`src/rtl/fmc_core_bus_arbiter_pkg.sv`:
```
// rtl/fmc_core_bus_arbiter_pkg.sv - shared types and constants for the core bus arbiter
// Purpose: FSM state encoding, read-latency counter width, index-width helper.
// Ports:   none (package).
package fmc_core_bus_arbiter_pkg;

   typedef enum logic [1:0] {
      ST_IDLE  = 2'd0,
      ST_ISSUE = 2'd1,
      ST_WAIT  = 2'd2,
      ST_DONE  = 2'd3
   } state_t;

   // Wide enough for RD_LAT-1 with RD_LAT up to 15.
   localparam int CNT_W = 4;

   // Width of a requester index; a single requester still needs one bit.
   function automatic int idx_width(input int n);
      return (n > 1) ? $clog2(n) : 1;
   endfunction

endpackage

```
`src/rtl/rr_priority_picker.sv`:
```
// rtl/rr_priority_picker.sv - combinational round-robin priority picker
// Purpose: selects the first set request bit at or above ptr, wrapping to 0.
// Ports:
//   req    in   NUM_REQ   request vector
//   ptr    in   IDX_W     highest-priority index this round
//   grant  out  NUM_REQ   one-hot winner (all zero when req is zero)
//   index  out  IDX_W     binary winner index
module rr_priority_picker
   import fmc_core_bus_arbiter_pkg::*;
#(
   parameter int NUM_REQ = 2,
   parameter int IDX_W   = 1
) (
   input  logic [NUM_REQ-1:0] req,
   input  logic [IDX_W-1:0]   ptr,
   output logic [NUM_REQ-1:0] grant,
   output logic [IDX_W-1:0]   index
);

   localparam logic [IDX_W:0] NUM = (IDX_W+1)'(NUM_REQ);

   // rot[i] is req[(ptr+i) mod NUM_REQ]: the doubled vector makes the wrap free.
   logic [NUM_REQ-1:0] rot;
   logic [IDX_W:0]     sum;
   logic               found;

   assign rot = NUM_REQ'({req, req} >> ptr);

   always_comb begin
      found = 1'b0;
      sum   = '0;
      for (int i = 0; i < NUM_REQ; i++) begin
         if (!found && rot[i]) begin
            found = 1'b1;
            sum   = {1'b0, ptr} + (IDX_W+1)'(i);
         end
      end
      if (sum >= NUM) begin
         sum = sum - NUM;
      end
      index = sum[IDX_W-1:0];
      grant = found ? (NUM_REQ'(1) << index) : '0;
   end

endmodule

```
`src/rtl/fmc_core_bus_arbiter.sv`:
```
// rtl/fmc_core_bus_arbiter.sv - round-robin arbiter for the sys_clk core register bus
// Purpose: grants one requester at a time, latches its command, runs one write or one
//          fixed-latency read on the core bus and acks only the winner.
// Ports:
//   sys_clk, sys_rst        clock, asynchronous active-high reset
//   req_valid/we/addr/wdata per-requester command (addr/wdata packed, requester i at i*W)
//   req_ack                 one-cycle completion pulse to the winner
//   req_rdata               read data, valid in the ack cycle of a read, then held
//   core_addr/wdata         core bus command, held between transactions
//   core_wren/rden          one-cycle core strobes
//   core_rdata              core read data, RD_LAT cycles after core_rden
//   busy                    transaction in flight
module fmc_core_bus_arbiter
   import fmc_core_bus_arbiter_pkg::*;
#(
   parameter int NUM_REQ = 2,
   parameter int ADDR_W  = 22,
   parameter int DATA_W  = 32,
   parameter int RD_LAT  = 2
) (
   input  logic                      sys_clk,
   input  logic                      sys_rst,
   input  logic [NUM_REQ-1:0]        req_valid,
   input  logic [NUM_REQ-1:0]        req_we,
   input  logic [NUM_REQ*ADDR_W-1:0] req_addr,
   input  logic [NUM_REQ*DATA_W-1:0] req_wdata,
   output logic [NUM_REQ-1:0]        req_ack,
   output logic [DATA_W-1:0]         req_rdata,
   output logic [ADDR_W-1:0]         core_addr,
   output logic                      core_wren,
   output logic                      core_rden,
   output logic [DATA_W-1:0]         core_wdata,
   input  logic [DATA_W-1:0]         core_rdata,
   output logic                      busy
);

   localparam int                IDX_W    = idx_width(NUM_REQ);
   localparam logic [IDX_W-1:0]  IDX_LAST = IDX_W'(NUM_REQ - 1);
   localparam logic [IDX_W-1:0]  IDX_ONE  = IDX_W'(1);
   localparam logic [CNT_W-1:0]  CNT_LOAD = CNT_W'(RD_LAT - 1);
   localparam logic [CNT_W-1:0]  CNT_ONE  = CNT_W'(1);

   state_t               state, state_nx;
   logic [CNT_W-1:0]     cnt, cnt_nx;
   logic                 we_q;
   logic [NUM_REQ-1:0]   grant_q;
   logic [IDX_W-1:0]     ptr;
   logic [DATA_W-1:0]    rdata_q;
   logic [NUM_REQ-1:0]   pick_grant;
   logic [IDX_W-1:0]     pick_index;
   logic                 idle_take;

   rr_priority_picker #(
      .NUM_REQ (NUM_REQ),
      .IDX_W   (IDX_W)
   ) u_picker (
      .req   (req_valid),
      .ptr   (ptr),
      .grant (pick_grant),
      .index (pick_index)
   );

   assign idle_take = (state == ST_IDLE) && (|req_valid);

   always_comb begin
      state_nx = state;
      cnt_nx   = cnt;
      case (state)
         ST_IDLE: begin
            if (|req_valid) begin
               state_nx = ST_ISSUE;
            end
         end
         ST_ISSUE: begin
            if (we_q) begin
               state_nx = ST_IDLE;
            end else begin
               cnt_nx   = CNT_LOAD;
               state_nx = (RD_LAT > 1) ? ST_WAIT : ST_DONE;
            end
         end
         ST_WAIT: begin
            // Leaving on cnt==1 puts DONE exactly RD_LAT cycles after the rden cycle.
            cnt_nx = cnt - CNT_ONE;
            if (cnt == CNT_ONE) begin
               state_nx = ST_DONE;
            end
         end
         ST_DONE: begin
            state_nx = ST_IDLE;
         end
         default: begin
            state_nx = ST_IDLE;
         end
      endcase
   end

   // Strobes and ack decode straight from state so reset drops them immediately.
   always_comb begin
      core_wren = (state == ST_ISSUE) && we_q;
      core_rden = (state == ST_ISSUE) && !we_q;
      req_ack   = (core_wren || (state == ST_DONE)) ? grant_q : '0;
      busy      = (state != ST_IDLE);
      // Read data must be visible in the DONE cycle itself, so bypass the holding register.
      req_rdata = (state == ST_DONE) ? core_rdata : rdata_q;
   end

   always_ff @(posedge sys_clk or posedge sys_rst) begin
      if (sys_rst) begin
         state      <= ST_IDLE;
         cnt        <= '0;
         we_q       <= 1'b0;
         grant_q    <= '0;
         ptr        <= '0;
         core_addr  <= '0;
         core_wdata <= '0;
         rdata_q    <= '0;
      end else begin
         state <= state_nx;
         cnt   <= cnt_nx;
         if (idle_take) begin
            we_q       <= req_we[pick_index];
            grant_q    <= pick_grant;
            core_addr  <= req_addr[pick_index*ADDR_W +: ADDR_W];
            core_wdata <= req_wdata[pick_index*DATA_W +: DATA_W];
            ptr        <= (pick_index == IDX_LAST) ? '0 : pick_index + IDX_ONE;
         end
         if (state == ST_DONE) begin
            rdata_q <= core_rdata;
         end
      end
   end

endmodule

```
`config.mk`:
```
export PLATFORM = sky130hd
export DESIGN_NAME = fmc_core_bus_arbiter
export DESIGN_NICKNAME = d
export VERILOG_FILES = /design/src/rtl/fmc_core_bus_arbiter_pkg.sv /design/src/rtl/rr_priority_picker.sv /design/src/rtl/fmc_core_bus_arbiter.sv
export SDC_FILE = /design/constraint.sdc
export NUM_CORES = 1
export LEC_CHECK = 0
export ABC_AREA = 1
export CORE_ASPECT_RATIO = 0.5
export CORE_UTILIZATION = 44
export DETAILED_ROUTE_END_ITERATION = 10
export PLACE_DENSITY = 0.95
export SLEW_MARGIN = 20
export SYNTH_ARGS = -nofsm -noshare
export SYNTH_HDL_FRONTEND = slang
export SYNTH_SLANG_ARGS = --single-unit
```
`constraint.sdc`:
```
create_clock -name sys_clk -period 10.65 [get_ports sys_clk]
set_input_delay 2.6625 -clock sys_clk [delete_from_list [all_inputs] [get_ports sys_clk]]
set_output_delay 2.6625 -clock sys_clk [all_outputs]
set_load 0.01 [all_outputs]
```
==> run metrics, run 1 <==
async set or reset register ratio after synthesis=1.00; final number of max-transition violations=0; family with the most delay on the worst path=buffers and inverters; vias in the first global route=4958; met1 usage=0.316; CTS Root Cell=clkbuf_16; Initial Util=0.463; final period utilization=0.620; CTS Hold Bufs=0; Slew headroom=0.270; sequential cell area fraction in the yosys report=0.497; Clock power frac=0.162; Max Root-Sink Buffers=2; setup TNS=0 ns; Buf/Inv on CP=2; maximum fanout along the worst path=2; via count=5138; hold wc startpoint=rdata_q[20]$_DFF_PP0_; critical path class=in2out; CTS tree=done; NumNets Final=1028; Area Growth Syn to Fin=55.2%; Die ar.=0.0114 mm²; leakage power=0.00395 µW; Detailed Route WL=15300 µm; Min-Delay Path Class=reg2reg; Routed Antenna Nets=0; Critical Path Max Stage Delay=0.56 ns; clk_lat worst skew=0.34 ns; GR Overflow Total=0; vias per inst=5.01; num ports=237; final hold vios=0; Synth Area per Inst=7.24 µm²; Psw=774 µW; core area=0.0104 mm²; Synth Instances=668; Die X=150 µm; CP Launch Type=primary input; Worst-Margin Slew=1.09 ns; CP required=7.99 ns; first-pass GRT wire length=24500 µm; register bit total from synthesis=96; share of post-route cells with drive strength above 1=0.0339; crit-path cells=clkdlybuf4s50_1 -> nand3_1 -> nand2_1 -> clkdlybuf4s50_1; DRT iter0 DRCs=347; Flop pwr share=0.315; Final Setup Violations=0; Critical Path End Type=primary output; Die Y=76.1 µm; WL per Instance=14.9 µm; Fillers=758; htree depth=3; Worst Path Arrival=3.94 ns; n_diodes=0; post-place instance area=0.00720 mm²; Port Buffers=236; status=complete, no violations; syn nets=816; Total GRT Usage=0.271; post-cts sizing count=0; maxcap violations=0; met2 GRT Util=0.466; Max VDD drop=126 µV; Top FF cell, synth=dfrtp_1; DRT Pass-1 Iters=6; synthesized area=0.00483 mm²; Setup Skew=0.00719 ns; sw frac=0.386; most common cell after layout, fill and taps aside=nand2_1; Top cell by count, worst path=clkdlybuf4s50_1; post-CTS setup buffers=0; clk sinks=96; worst setup path start=core_rdata[25]; number of flops mapped to enable cells by yosys=0; slowest cell on the critical path=clkdlybuf4s50_1; DRC violations left=0; internal power=1230 µW; Final Util=0.719; synth unique cells=16; clock slew at reported path FFs=0.06 ns; Detailed Place HPWL=10500 µm; Cell Pwr Density=267 mW/mm²; initial antenna violation count=0; Final Cell Area=0.00750 mm²; clock period minus worst slack=6.60 ns; gpl congestion=0.868; RSZ-0062 raised after global routing=no; TritonCTS buffer count=9; M3 GR Usage=0.0587; most frequent cells in the layout=240 x nand2_1, 235 x clkdlybuf4s50_1, 149 x nand3_1, 118 x inv_1, 96 x dfrtp_1; Comb pwr share=0.523; Synthesis Warnings=0; Max Freq=151 MHz; largest net degree at the start of global routing=59; FP Rows=26; global route hottest layer=met2
routing by layer:
metal / up-vias / wire (µm) / share of wire
met4: 0 / 753 / 0.049
met3: 68 / 838 / 0.055
met5: - / 0 / 0
met2: 212 / 7660 / 0.50
li1: 2450 / - / -
met1: 2408 / 6010 / 0.39
logic make-up (layout without fill, tap and decap cells):
| group | count (synthesis) | count (layout) | synth area share |
|---|---|---|---|
| flip-flops | 96 | 96 | 0.497 |
| AND/OR/NAND/NOR | 400 | 400 | 0.351 |
| buffers and inverters | 163 | 380 | 0.139 |
| AO/OA/AOI/OAI | 7 | 7 | 0.00725 |
| adder cells (fa/ha/maj) | 2 | 2 | 0.00518 |
state kept, by name, indices dropped and copies added, names as in the netlist, named ones only:
signal,cells
core_wdata,32
ptr,1
state,1
rdata_q,32
cnt,4
we_q,1
grant_q,2
core_addr,22
power groups by stage:
stage | clock (µW) | sequential (µW) | combinational, µW
floorplan | 0 | 672 | 470
global placement | 0 | 626 | 1010
detailed placement | 0 | 633 | 1040
CTS | 329 | 631 | 1050
global route | 346 | 652 | 1140
finish | 325 | 632 | 1050
metrics by stage:
| step | setup WS (ns) | total power, µW | hold slack, ns | instances |
|---|---|---|---|---|
| 6_report | 4.05 | 2010 | 0.469 | 1025 |
| 4_1_cts | 4.05 | 2010 | 0.471 | 1025 |
| 5_1_grt | 4.00 | 2140 | 0.489 | 1025 |
| 2_1_floorplan | 5.13 | 1140 | 0.453 | 668 |
| 3_3_place_gp | 4.12 | 1640 | 0.448 | 1009 |
| 3_5_place_dp | 4.09 | 1680 | 0.456 | 1009 |
synthesized netlist by cell type (2+ instances only):
master / number / area [µm²]
inv_2: 3 / 11.3
buf_1: 5 / 18.8
buf_2: 16 / 80.1
nand2_1: 242 / 908
clkbuf_1: 14 / 52.6
o21ai_0: 7 / 35.0
buf_6: 5 / 56.3
nor2_1: 6 / 22.5
nand3_1: 149 / 746
dfrtp_1: 96 / 2400
ha_1: 2 / 25.0
inv_1: 119 / 447
tightest hold or removal path, delay by kind of cell (launching register included):
| family | cells | cell delay (ns) |
|---|---|---|
| and+or+nand+nor | 2 | 0.12 |
| DFF | 1 | 0.32 |
cell type report:
cell class                 count  area (µm²)  share of cell area
timing repair buffer         242        2400               0.320
clock buffer                  11         243              0.0323
tap                          140         175              0.0233
clock inverter                 5        56.3             0.00750
inverter                     122         460              0.0614
sequential                    96        2400               0.320
multi-input combinational    409        1760               0.235
final timing paths:
check	to	slack (ns)	cells past startpoint
worst max-delay path	req_rdata[25]	4.05	4
worst min-delay path	rdata_q[20]$_DFF_PP0_	0.47	2
worst max register to register	grant_q[1]$_DFFE_PP0P_	8.56	6
worst min register to register	rdata_q[20]$_DFF_PP0_	0.47	2
max in group asynchronous	core_wdata[17]$_DFFE_PP0P_	6.81	3
min in group asynchronous	core_addr[13]$_DFFE_PP0P_	2.74	2
Note: power is estimated with default switching activity, not from simulation.
==> run 2, diff against run 1 <==
--- a/config.mk
+++ b/config.mk
@@ -7,9 +7,9 @@
 export LEC_CHECK = 0
 export ABC_AREA = 1
 export CORE_ASPECT_RATIO = 0.5
-export CORE_UTILIZATION = 44
+export CORE_UTILIZATION = 37
 export DETAILED_ROUTE_END_ITERATION = 10
-export PLACE_DENSITY = 0.95
+export PLACE_DENSITY = 0.86
 export SLEW_MARGIN = 20
 export SYNTH_ARGS = -nofsm -noshare
 export SYNTH_HDL_FRONTEND = slang
==> constraint.sdc (replaced) <==
create_clock -name sys_clk -period 5.7 [get_ports sys_clk]
set_input_delay 1.425 -clock sys_clk [delete_from_list [all_inputs] [get_ports sys_clk]]
set_output_delay 1.425 -clock sys_clk [all_outputs]
set_load 0.01 [all_outputs]
==> run metrics, run 2 (synthesized netlist as in run 1, its figures left out) <==
CTS tree=done; Worst Path Arrival=2.66 ns (-1.28 ns); Power Total=3690 µW (+84%); setup ws final=1.62 ns (-2.43 ns); share of post-route cells with drive strength above 1=0.0328 (-0.00109); DRC violations left=0 (unchanged); Routed Antenna Nets=0 (unchanged); first-pass GRT wire length=23600 µm (-3.5%); crit-path cells=clkdlybuf4s50_1 -> nand3_1 -> nand2_1 -> clkdlybuf4s50_1; clk_lat worst skew=0.34 ns (about the same); clock slew at reported path FFs=0.07 ns (about the same); Detailed Place HPWL=10100 µm (-3.5%); Setup Skew=0.00861 ns (+0.00142 ns); Top cell by count, worst path=clkdlybuf4s50_1; num ports=237 (unchanged); DRT iter0 DRCs=361 (+4.0%); storage element area=0.00240 mm² (unchanged); Setup WS pre-CTS=1.62 ns (-2.47 ns); Comb pwr share=0.527 (+0.004); final number of max-transition violations=0 (unchanged); Final Setup Violations=0 (unchanged); maxcap violations=0 (unchanged); largest net degree at the start of global routing=69 (+17%); Critical Path End Type=primary output; reg2reg setup slack=3.68 ns (-4.88 ns); clk sinks=96 (unchanged); maximum fanout along the worst path=2 (unchanged); Flop pwr share=0.319 (+0.004); Die Y=82.8 µm (+8.8%); vias in the first global route=4806 (-3.1%); FP Rows=29 (+12%); Final Cell Area=0.00752 mm² (+0.20%); WL per Instance=13.7 µm (-7.9%); hold wc startpoint=rdata_q[28]$_DFF_PP0_; Area Growth Syn to Fin=55.5%; Fillers=1099 (+45%); Critical Path Max Stage Delay=0.57 ns (about the same); status=complete, no violations; Hold EP=rdata_q[28]$_DFF_PP0_; most common cell after layout, fill and taps aside=nand2_1; setup TNS=0 ns (unchanged); Die ar.=0.0136 mm² (+19%); Slew headroom=0.237 (-0.0331); gpl congestion=0.856 (-1.4%); Max Root-Sink Buffers=2 (unchanged); vias per inst=4.72 (-5.8%); sw frac=0.390 (+0.00394); core area=0.0127 mm² (+22%); most frequent cells in the layout=240 x nand2_1, 235 x clkdlybuf4s50_1, 149 x nand3_1, 118 x inv_1, 96 x dfrtp_1; Initial Util=0.381 (-0.0823); Max VDD drop=230 µV (+82%); footprint of the multi-input gates=0.00177 mm² (+0.28%); Cell Pwr Density=490 mW/mm² (+83%); critical path class=in2out; CP Launch Type=primary input; RR Endpoint=grant_q[1]$_DFFE_PP0P_; n_diodes=0 (unchanged); Clock power frac=0.154 (-0.008); post-CTS setup buffers=0 (unchanged); htree depth=3 (unchanged); Buf/Inv on CP=2 (unchanged); family with the most delay on the worst path=buffers and inverters; initial antenna violation count=0 (unchanged); Port Buffers=236 (unchanged); CTS Hold Bufs=0 (unchanged); Die X=164 µm (+8.9%); Detailed Route WL=14500 µm (-5.3%); Min-Delay Path Depth=2 (unchanged); CP required=4.28 ns (-3.71 ns); DRT Pass-1 Iters=5 (-1); leakage power=0.00393 µW (-0.44%); dpl cells=1038 (+2.9%); TritonCTS buffer count=9 (unchanged); clock period minus worst slack=4.08 ns; final period utilization=0.716; non-filler cells, final=1054 (+2.8%); Max Freq=245 MHz; NumNets Final=1027 (-0.097%); internal power=2250 µW (+83%); RSZ-0062 raised after global routing=no; via count=4976 (-3.2%); post-cts sizing count=0 (unchanged); Psw=1440 µW (+86%); slowest cell on the critical path=clkdlybuf4s50_1; final hold vios=0 (unchanged); Regs by FF count=core_wdata (32), rdata_q (32), core_addr (22); post-place instance area=0.00723 mm² (+0.42%); Min-Delay Path Class=reg2reg; Worst-Margin Slew=1.14 ns (+0.0535 ns); Total GRT Usage=0.220 (-0.0516); Worst R2R Path Depth=6 (unchanged); worst setup path start=core_rdata[25]; CTS Root Cell=clkbuf_16; GR Overflow Total=0 (unchanged)
[run 2: cell types whose count changed in the layout (fill, tap and decap cells not counted), sizes merged]
cell,change
clkbuf,-1
clkinvlp,+1
clkinv,-2
bufinv,-1
inv,+3
buf,-1
[run 2: per-layer routing]
metal  GRT usage  share of wire  vias to the layer above
met5           0              0                        -
met4      0.0791          0.030                        0
met3      0.0475          0.049                       34
met2       0.400           0.54                      153
met1       0.252           0.38                     2345
li1            -              -                     2444
[run 2: area by class of cell]
type                            instances  share of cell area
Tap cell                              170              0.0283
Clock inverter                          6             0.00666
Timing Repair Buffer                  241               0.319
Clock buffer                           10              0.0305
Sequential cell                        96               0.320
Multi-Input combinational cell        409               0.235
Inverter                              122              0.0612
[run 2: worst max-delay path by stage]
stage / to / cells past startpoint
2_1_floorplan: async pin / 1
3_3_place_gp: req_rdata[29] / 4
3_5_place_dp: req_rdata[16] / 4
4_1_cts: req_rdata[16] / 4
5_1_grt: req_rdata[16] / 4
6_report: req_rdata[25] / 4
[run 2: power groups by stage]
| stage | Sequential (µW) | Clock [µW] | Combinational (µW) |
|---|---|---|---|
| after CTS | 1170 | 584 | 1960 |
| after detailed placement | 1180 | 0 | 1950 |
| after global routing | 1210 | 614 | 2130 |
| final | 1170 | 568 | 1940 |
| after floorplan | 1260 | 0 | 878 |
| after global placement | 1170 | 0 | 1900 |
[run 2: worst register-to-register path, delay by kind of cell, from the launching register on]
family,cells,cell delay [ns]
buffers and inverters,3,1.16
and+or+nand+nor,2,0.15
DFF,1,0.34
AOI/OAI and AO/OA,1,0.20
[run 2: stage by stage]
stage           util  hold WS [ns]
6_report       0.592         0.470
5_1_grt        0.592         0.491
4_1_cts        0.592         0.473
3_5_place_dp   0.570         0.456
3_3_place_gp   0.570         0.449
2_1_floorplan      -         0.453
==> run 3, diff against run 2 <==
--- a/config.mk
+++ b/config.mk
@@ -7,9 +7,9 @@
 export LEC_CHECK = 0
 export ABC_AREA = 1
 export CORE_ASPECT_RATIO = 0.5
-export CORE_UTILIZATION = 37
+export CORE_UTILIZATION = 41
 export DETAILED_ROUTE_END_ITERATION = 10
-export PLACE_DENSITY = 0.86
+export PLACE_DENSITY = 0.9
 export SLEW_MARGIN = 20
 export SYNTH_ARGS = -nofsm -noshare
 export SYNTH_HDL_FRONTEND = slang
==> constraint.sdc (replaced) <==
create_clock -name sys_clk -period 4.01 [get_ports sys_clk]
set_input_delay 1.0025 -clock sys_clk [delete_from_list [all_inputs] [get_ports sys_clk]]
set_output_delay 1.0025 -clock sys_clk [all_outputs]
set_load 0.01 [all_outputs]
==> run metrics, run 3 (synthesized netlist as in run 1, its figures left out) <==
status=complete, no violations; Critical Path End Type=primary output; Max Freq=305 MHz; Area Growth Syn to Fin=55.8%; FP Rows=27 (-6.9%); vias per inst=4.75 (+0.61%); CTS Root Cell=clkbuf_16; Min-Delay Path Class=reg2reg; largest net degree at the start of global routing=59 (-14%); Psw=2020 µW (+40%); final number of max-transition violations=0 (unchanged); htree depth=3 (unchanged); clock period minus worst slack=3.27 ns; Setup Skew=0.0107 ns (+0.00212 ns); met1 usage=0.284 (+0.0315); Clock power frac=0.151 (-0.003); post-cts sizing count=0 (unchanged); Max Root-Sink Buffers=2 (unchanged); Cell Pwr Density=695 mW/mm² (+42%); DRT Pass-1 Iters=4 (-1); Die Y=78.8 µm (-4.9%); internal power=3220 µW (+43%); M3 GR Usage=0.0459 (-0.00160); setup TNS=0 ns (unchanged); initial antenna violation count=0 (unchanged); CTS Hold Bufs=0 (unchanged); Worst-Margin Slew=0.993 ns (-0.152 ns); Detailed Place HPWL=10500 µm (+4.2%); setup ws final=0.736 ns (-0.883 ns); Slew headroom=0.337 (+0.100); clock slew at reported path FFs=0.07 ns (about the same); leakage power=0.00396 µW (+0.58%); most common cell after layout, fill and taps aside=nand2_1; num ports=237 (unchanged); Max VDD drop=481 µV (+110%); WL per Instance=13.9 µm (+1.5%); final period utilization=0.816; DRC violations left=0 (unchanged); Total GRT Usage=0.241 (+0.0215); maximum fanout along the worst path=22 (+20); Initial Util=0.430 (+0.0491); Die X=156 µm (-4.9%); Routed Antenna Nets=0 (unchanged); n_diodes=0 (unchanged); Fillers=899 (-18%); post-CTS setup buffers=0 (unchanged); RSZ-0062 raised after global routing=no; sw frac=0.385 (-0.00436); CP Launch Type=flop; final hold vios=0 (unchanged); GR Overflow Total=0 (unchanged); share of post-route cells with drive strength above 1=0.0371 (+0.00431); NumNets Final=1032 (+0.49%); Comb pwr share=0.518 (-0.009); gpl congestion=0.810 (-5.4%); clk_lat worst skew=0.33 ns (about the same); most frequent cells in the layout=240 x nand2_1, 235 x clkdlybuf4s50_1, 149 x nand3_1, 118 x inv_1, 96 x dfrtp_1; DRT iter0 DRCs=381 (+5.5%); first-pass GRT wire length=23400 µm (-1.1%); critical path class=reg2out; Port Buffers=236 (unchanged); Regs by FF count=core_wdata (32), rdata_q (32), core_addr (22); Flop pwr share=0.331 (+0.012); via count=4978 (+0.040%); CTS tree=done; Worst Path Arrival=2.27 ns (-0.39 ns); maxcap violations=0 (unchanged); Final Util=0.670 (+0.0778); Die ar.=0.0123 mm² (-9.6%); core area=0.0112 mm² (-11%); met2 GRT Util=0.436 (+0.0361); CP required=3.01 ns (-1.27 ns); vias in the first global route=4805 (-0.021%); Detailed Route WL=14600 µm (+0.92%); global route hottest layer=met2; clk sinks=96 (unchanged); Final Setup Violations=0 (unchanged); Setup WS pre-CTS=0.765 ns (-0.855 ns); TritonCTS buffer count=9 (unchanged)
run 3: final timing paths:
kind                            slack [ns]                        end  depth (start not counted)             startpoint
worst max-delay path                  0.74               req_rdata[3]                          4                   flop
worst min-delay path                  0.47      rdata_q[25]$_DFF_PP0_                          2  rdata_q[25]$_DFF_PP0_
worst min register to register        0.47      rdata_q[25]$_DFF_PP0_                          2  rdata_q[25]$_DFF_PP0_
max in group asynchronous             2.10      rdata_q[16]$_DFF_PP0_                          3                sys_rst
min in group asynchronous             1.12      rdata_q[20]$_DFF_PP0_                          2                sys_rst
worst max register to register        1.84  core_addr[14]$_DFFE_PP0P_                          6                   flop
run 3: worst max-delay path: stages, from the launching register on:
cell and delay (ns):
dfrtp_1 0.83, buf_4 0.35, nand3_1 0.11, nand2_1 0.11, clkdlybuf4s50_1 0.54
run 3: layer usage:
metal	vias up	wire length, µm
met2	158	7480
li1	2450	-
met3	40	613
met4	0	556
met5	-	0
met1	2330	5940
run 3: through the flow:
step                area (µm²)  hold WS [ns]  cells  total power (µW)
global placement          7260         0.450   1032              4350
global route              7530         0.487   1048              5590
CTS                       7530         0.473   1048              5270
detailed placement        7260         0.455   1032              4460
floorplan                 4830         0.453    668              3030
finish                    7530         0.469   1048              5230
run 3: power by group through the flow:
stage	combinational (µW)	clock, µW	sequential (µW)
finish	2710	789	1730
global placement	2630	0	1710
floorplan	1250	0	1780
CTS	2740	806	1730
detailed placement	2720	0	1740
global route	2960	848	1780
run 3: final cells by class:
cell class | instances | area, µm² | area share
Sequential cell | 96 | 2400 | 0.319
Tap cell | 159 | 199 | 0.0264
Inverter | 122 | 460 | 0.0611
Clock inverter | 4 | 30.0 | 0.00399
Clock buffer | 12 | 246 | 0.0327
Multi-Input combinational cell | 409 | 1760 | 0.234
Timing Repair Buffer | 246 | 2430 | 0.323
